==> src/rtl/mem_port_arbiter_pkg.sv <==
// Shared types and constants for the external memory port arbiter.
// State encoding is fixed so that waveform viewers and debug probes agree across builds.
package mem_port_arbiter_pkg;

    typedef enum logic [1:0] {
        IDLE    = 2'b00,
        GRANT_I = 2'b01,
        GRANT_D = 2'b10,
        DONE    = 2'b11
    } arb_state_t;

    localparam int DEFAULT_TIMEOUT    = 255;
    localparam int DEFAULT_STARVE_MAX = 2;

    localparam int ADDR_W = 32;
    localparam int DATA_W = 32;
    localparam int BE_W   = 4;

    // The bus only ever sees word addresses.
    function automatic logic [ADDR_W-1:0] word_align(input logic [ADDR_W-1:0] addr);
        return {addr[ADDR_W-1:2], 2'b00};
    endfunction

endpackage

==> src/rtl/mem_port_arbiter_bus_timeout_counter.sv <==
// Counts cycles spent waiting in a grant state and flags when the slave has
// been silent for TIMEOUT cycles. Holds at TIMEOUT until cleared.
module bus_timeout_counter #(
    parameter int TIMEOUT = 255
) (
    input  logic clk,
    input  logic rst,
    input  logic clear,
    input  logic enable,
    output logic expired
);

    localparam int CNT_W = (TIMEOUT < 1) ? 1 : $clog2(TIMEOUT + 1);

    logic [CNT_W-1:0] r_count;

    assign expired = (r_count == CNT_W'(TIMEOUT));

    // NOTE: sequential state uses non-blocking assignments so every flop samples pre-edge values.
    always_ff @(posedge clk) begin
        if (rst || clear) begin
            r_count <= '0;
        end else if (enable && !expired) begin
            r_count <= r_count + 1'b1;
        end
    end

endmodule

==> src/rtl/mem_port_arbiter.sv <==
// Arbiter/sequencer for the single external memory port shared by instruction
// fetch (I) and the load/store stage (D), with starvation guard and bus timeout.
module mem_port_arbiter
    import mem_port_arbiter_pkg::*;
#(
    parameter int TIMEOUT    = DEFAULT_TIMEOUT,
    parameter int STARVE_MAX = DEFAULT_STARVE_MAX
) (
    input  logic              clk,
    input  logic              rst,
    input  logic              iReq,
    input  logic [ADDR_W-1:0] iAddr,
    output logic [DATA_W-1:0] iData,
    output logic              iAck,
    input  logic              dReq,
    input  logic              dWe,
    input  logic [ADDR_W-1:0] dAddr,
    input  logic [DATA_W-1:0] dWdata,
    input  logic [BE_W-1:0]   dBe,
    output logic [DATA_W-1:0] dData,
    output logic              dAck,
    output logic              busReq,
    output logic              busWe,
    output logic [ADDR_W-1:0] busAddr,
    output logic [DATA_W-1:0] busWdata,
    output logic [BE_W-1:0]   busBe,
    input  logic [DATA_W-1:0] busRdata,
    input  logic              busAck,
    output logic              busErr
);

    localparam int SC_W = (STARVE_MAX < 1) ? 1 : $clog2(STARVE_MAX + 1);

    arb_state_t        r_state, w_next_state;
    logic [SC_W-1:0]   r_starve_cnt;
    logic              r_busWe, r_iAck, r_dAck, r_busErr;
    logic [ADDR_W-1:0] r_busAddr;
    logic [DATA_W-1:0] r_busWdata, r_iData, r_dData;
    logic [BE_W-1:0]   r_busBe;

    logic w_in_grant, w_expired, w_starved, w_grant_i, w_grant_d;

    assign w_in_grant = (r_state == GRANT_I) || (r_state == GRANT_D);
    assign w_starved  = (r_starve_cnt == SC_W'(STARVE_MAX));
    // D is older in the pipeline and wins ties unless I has waited too long.
    assign w_grant_i  = iReq && (!dReq || w_starved);
    assign w_grant_d  = dReq && !w_grant_i;

    bus_timeout_counter #(.TIMEOUT(TIMEOUT)) u_timeout (
        .clk     (clk),
        .rst     (rst),
        .clear   (r_state == IDLE),
        .enable  (w_in_grant),
        .expired (w_expired)
    );

    always_ff @(posedge clk) begin
        if (rst) r_state <= IDLE;
        else     r_state <= w_next_state;
    end

    // NOTE: assigning the default before the case keeps every path covered, so no latch is inferred.
    always_comb begin
        w_next_state = r_state;
        case (r_state)
            IDLE:    if (w_grant_i)              w_next_state = GRANT_I;
                     else if (w_grant_d)         w_next_state = GRANT_D;
            GRANT_I,
            GRANT_D: if (busAck || w_expired)    w_next_state = DONE;
            DONE:                                w_next_state = IDLE;
            default:                             w_next_state = IDLE;
        endcase
    end

    always_ff @(posedge clk) begin
        if (rst) begin
            r_starve_cnt <= '0;
            r_busWe      <= 1'b0;
            r_busAddr    <= '0;
            r_busWdata   <= '0;
            r_busBe      <= '0;
            r_iData      <= '0;
            r_dData      <= '0;
            r_iAck       <= 1'b0;
            r_dAck       <= 1'b0;
            r_busErr     <= 1'b0;
        end else begin
            r_iAck   <= 1'b0;
            r_dAck   <= 1'b0;
            r_busErr <= 1'b0;
            case (r_state)
                IDLE: begin
                    if (w_grant_i) begin
                        r_busAddr    <= word_align(iAddr);
                        r_busWe      <= 1'b0;
                        r_busWdata   <= '0;
                        r_busBe      <= '1;
                        r_starve_cnt <= '0;
                    end else if (w_grant_d) begin
                        r_busAddr  <= word_align(dAddr);
                        r_busWe    <= dWe;
                        r_busWdata <= dWe ? dWdata : '0;
                        r_busBe    <= dWe ? dBe : '1;
                        if (!iReq)           r_starve_cnt <= '0;
                        else if (!w_starved) r_starve_cnt <= r_starve_cnt + 1'b1;
                    end
                end
                GRANT_I: begin
                    if (busAck || w_expired) begin
                        r_iData  <= busAck ? busRdata : '0;
                        r_iAck   <= 1'b1;
                        r_busErr <= !busAck;
                    end
                end
                GRANT_D: begin
                    if (busAck || w_expired) begin
                        r_dData  <= (busAck && !r_busWe) ? busRdata : '0;
                        r_dAck   <= 1'b1;
                        r_busErr <= !busAck;
                    end
                end
                default: ;
            endcase
        end
    end

    assign busReq   = w_in_grant;
    assign busWe    = r_busWe;
    assign busAddr  = r_busAddr;
    assign busWdata = r_busWdata;
    assign busBe    = r_busBe;
    assign busErr   = r_busErr;
    assign iData    = r_iData;
    assign iAck     = r_iAck;
    assign dData    = r_dData;
    assign dAck     = r_dAck;

endmodule

==> config.mk <==
export PLATFORM = sky130hd
export DESIGN_NAME = mem_port_arbiter
export DESIGN_NICKNAME = d
export VERILOG_FILES = /design/src/rtl/mem_port_arbiter_pkg.sv /design/src/rtl/mem_port_arbiter_bus_timeout_counter.sv /design/src/rtl/mem_port_arbiter.sv
export SDC_FILE = /design/constraint.sdc
export NUM_CORES = 1
export LEC_CHECK = 0
export ABC_CLOCK_PERIOD_IN_PS = 2800
export CORE_MARGIN = 2
export CORE_UTILIZATION = 40
export CTS_CLUSTER_SIZE = 28
export DETAILED_ROUTE_END_ITERATION = 12
export GPL_TIMING_DRIVEN = 0
export PLACE_DENSITY = 0.83
export SETUP_SLACK_MARGIN = 0.02
export SLEW_MARGIN = 20
export SYNTH_ARGS = -nofsm -noshare
export SYNTH_HDL_FRONTEND = slang
export SYNTH_SLANG_ARGS = --single-unit
==> constraint.sdc <==
create_clock -name clk -period 2.8 [get_ports clk]
set_input_delay 0.42 -clock clk [delete_from_list [all_inputs] [get_ports clk]]
set_output_delay 0.42 -clock clk [all_outputs]
set_load 0.05 [all_outputs]
==> metrics.csv <==
metric,value,unit
status,"complete, no violations",
Ports,275,
Root Buffer,clkbuf_16,
Crit. End Element,primary output,
first-pass GRT wire length,27050,µm
Leakage,3.359,nW
required time at the worst-slack endpoint,2.38,ns
Crit Path Category,reg -> out,
"Async S/R FF share, synth",0,%
relative slew slack,58.00,%
Hold EP,iData[1],
count of different cell masters after synthesis,43,
Pwr Density,931.1,nW/µm²
Antenna Nets Post-Route,0,
maximum vdd drop,0.5407,mV
"Reg clk slew, reported paths",0.05,ns
ant diodes,0,
register area share after synthesis,53.09,%
final instance area,8947,µm²
Vert. Die Dim,121.3,µm
grt total ovfl,0,
"Hold Violations, Final",0,
R2R setup slack,0.82,ns
synth top area cells,"dfxtp_1 53%, a22o_1 10%, a311oi_1 4.9%",
most frequent cell after synthesis,dfxtp_1,
GPL Wtd Cong,0.8720,
Commonest cells post-synth,"146 x dfxtp_1, 64 x a22o_1, 60 x nor2_1",
Initial Utilization,41.24,%
Hold Path Depth,1,
Slew Limit Fails,0,
Setup crit start kind,register,
Placed Cells,984,
CTS sink count,146,
fin crit share,86.94,%
Core ar.,13350,µm²
actual slew at the worst max-slew pin,0.6299,ns
vias in the first global route,5396,
Port Buffer Count,267,
Fmax,0.4108,GHz
layout cells sized above 1,11.47,%
Crit Reg-Reg Startpoint,r_state[0],
vias,5426,
Row Count,42,
Worst-Skew Late Latency,0.42,ns
die footprint,14720,µm²
initial antenna violation count,0,
All-Layer GR Usage,23.62,%
final layout net count,971,
"area leader, netlist",dfxtp_1,
Crit Path Max Fanout,3,
Yosys reg bits,146,
Post-Route WL,17810,µm
drt pass-1 iters,5,
1st-iter DRT viols,295,
post-cts sizing count,0,
Yosys warning total,0,
RSZ-0062 raised after global routing,false,
max_cap viols,0,
post-layout util,67.03,%
Synth Area per Inst,10.19,µm²
worst min path class,reg -> reg,
area delta synth->final,62.52,%
htree depth,4,
CTS max path bufs,2,
top cell type's share of synthesized area,53.09,%
"Top FF cell, synth",dfxtp_1,
R2R depth,6,
crit path time final,2.434,ns
"Cell Area, Placed",8402,µm²
CTS Hold Buffers Added,0,
Post-Syn Area,5505,µm²
per-cell routed wire length,17.58,µm
fin cells,1013,
Post-Syn Instances,540,
die width,121.3,µm
largest net degree at the start of global routing,17,
number of synthesized flops with an enable pin,0,
CTS Buf Count,17,
Post-CTS Setup Repair Bufs,0,
drc violations,0,
post-DR vias/cell,5.356,
DP Wirelength,13690,µm
setup TNS,0,ns
Hold Path Origin,iData[1],
TritonCTS clock tree,yes,
"Data arrival, critical path",2.01,ns
Final setup viols,0,
worst hold slack,0.4758,ns
reg2reg end,u_timeout.r_count[5],
Worst Skew,0.01262,ns
## logic make-up after synthesis
kind of cell,Yosys count,share of synthesized area (%)
XOR/XNOR,5,0.7954
buffers and inverters,61,5.523
other,1,0.06812
AND/OR/NAND/NOR,167,14.27
flip-flops,146,53.09
multiplexers,1,0.1818
adder cells (fa/ha/maj),6,1.364
AO/OA/AOI/OAI,153,24.70
## state kept, by name (all words and copies together) (netlist names)
register / flops
u_timeout.r_count: 8
busWdata: 32
iAck: 1
busAddr: 30
busWe: 1
r_state: 2
busErr: 1
r_starve_cnt: 2
dAck: 1
iData: 32
busBe: 4
dData: 32
## layout by cell type (no fill, tap or decap), types with 5 or more instances in the layout
master,n
buf_4,8
ha_1,6
clkbuf_1,26
a311oi_1,31
a22o_1,64
a21oi_1,8
clkbuf_16,17
dfxtp_1,146
inv_1,9
clkdlybuf4s50_1,267
nor2_2,19
a22oi_1,13
a211oi_1,6
clkinv_2,6
buf_2,12
a22oi_2,19
nor2_1,60
nand3_1,33
nand4_1,5
nand2_1,32
## worst max-delay path, stage by stage (launching register included)
cell and delay (ns):
dfxtp_1 0.37, inv_1 0.10, ha_1 0.30, clkdlybuf4s50_1 0.83
## report_power, final
group          leakage, nW  switching, mW  internal (mW)
registers             1.19          0.222           2.45
clock network        0.262          0.844           1.28
logic                 1.91           2.31           1.22
## worst max-delay path by stage
stage,startpoint,end,depth (start not counted)
after floorplan,r_state[0],u_timeout.r_count[5],6
after global placement,rst,busWdata[13],4
after detailed placement,rst,busWdata[13],4
after CTS,r_state[0],busReq,3
after global routing,r_state[0],busReq,3
final,r_state[0],busReq,3
## stage by stage
step | worst slack (ns) | power [mW]
after floorplan | 0.7491 | 4.987
after global placement | 0.4987 | 6.144
after detailed placement | 0.4705 | 6.232
after CTS | 0.3439 | 8.371
after global routing | 0.3002 | 8.693
final | 0.3656 | 8.331
## cell type report
cell class                 instances  area, µm²
buffer                            52      270.3
clock buffer                      17      425.4
clock inverter                    12      120.1
fill                            1046       4400
inverter                           9      33.78
multi-input combinational        334       2282
sequential                       146       2923
tap                              176      220.2
timing repair buffer             267       2673
## layer usage
| layer | up-vias | global-route usage [%] | wire [µm] |
|---|---|---|---|
| met4 | 0 | 10.85 | 524 |
| met5 | - | 0 | 0 |
| met2 | 282 | 39.96 | 8486 |
| met3 | 43 | 11.09 | 2081 |
| li1 | 2550 | - | - |
| met1 | 2551 | 24.90 | 6712 |
No activity file was read; power rests on OpenSTA's default activity.
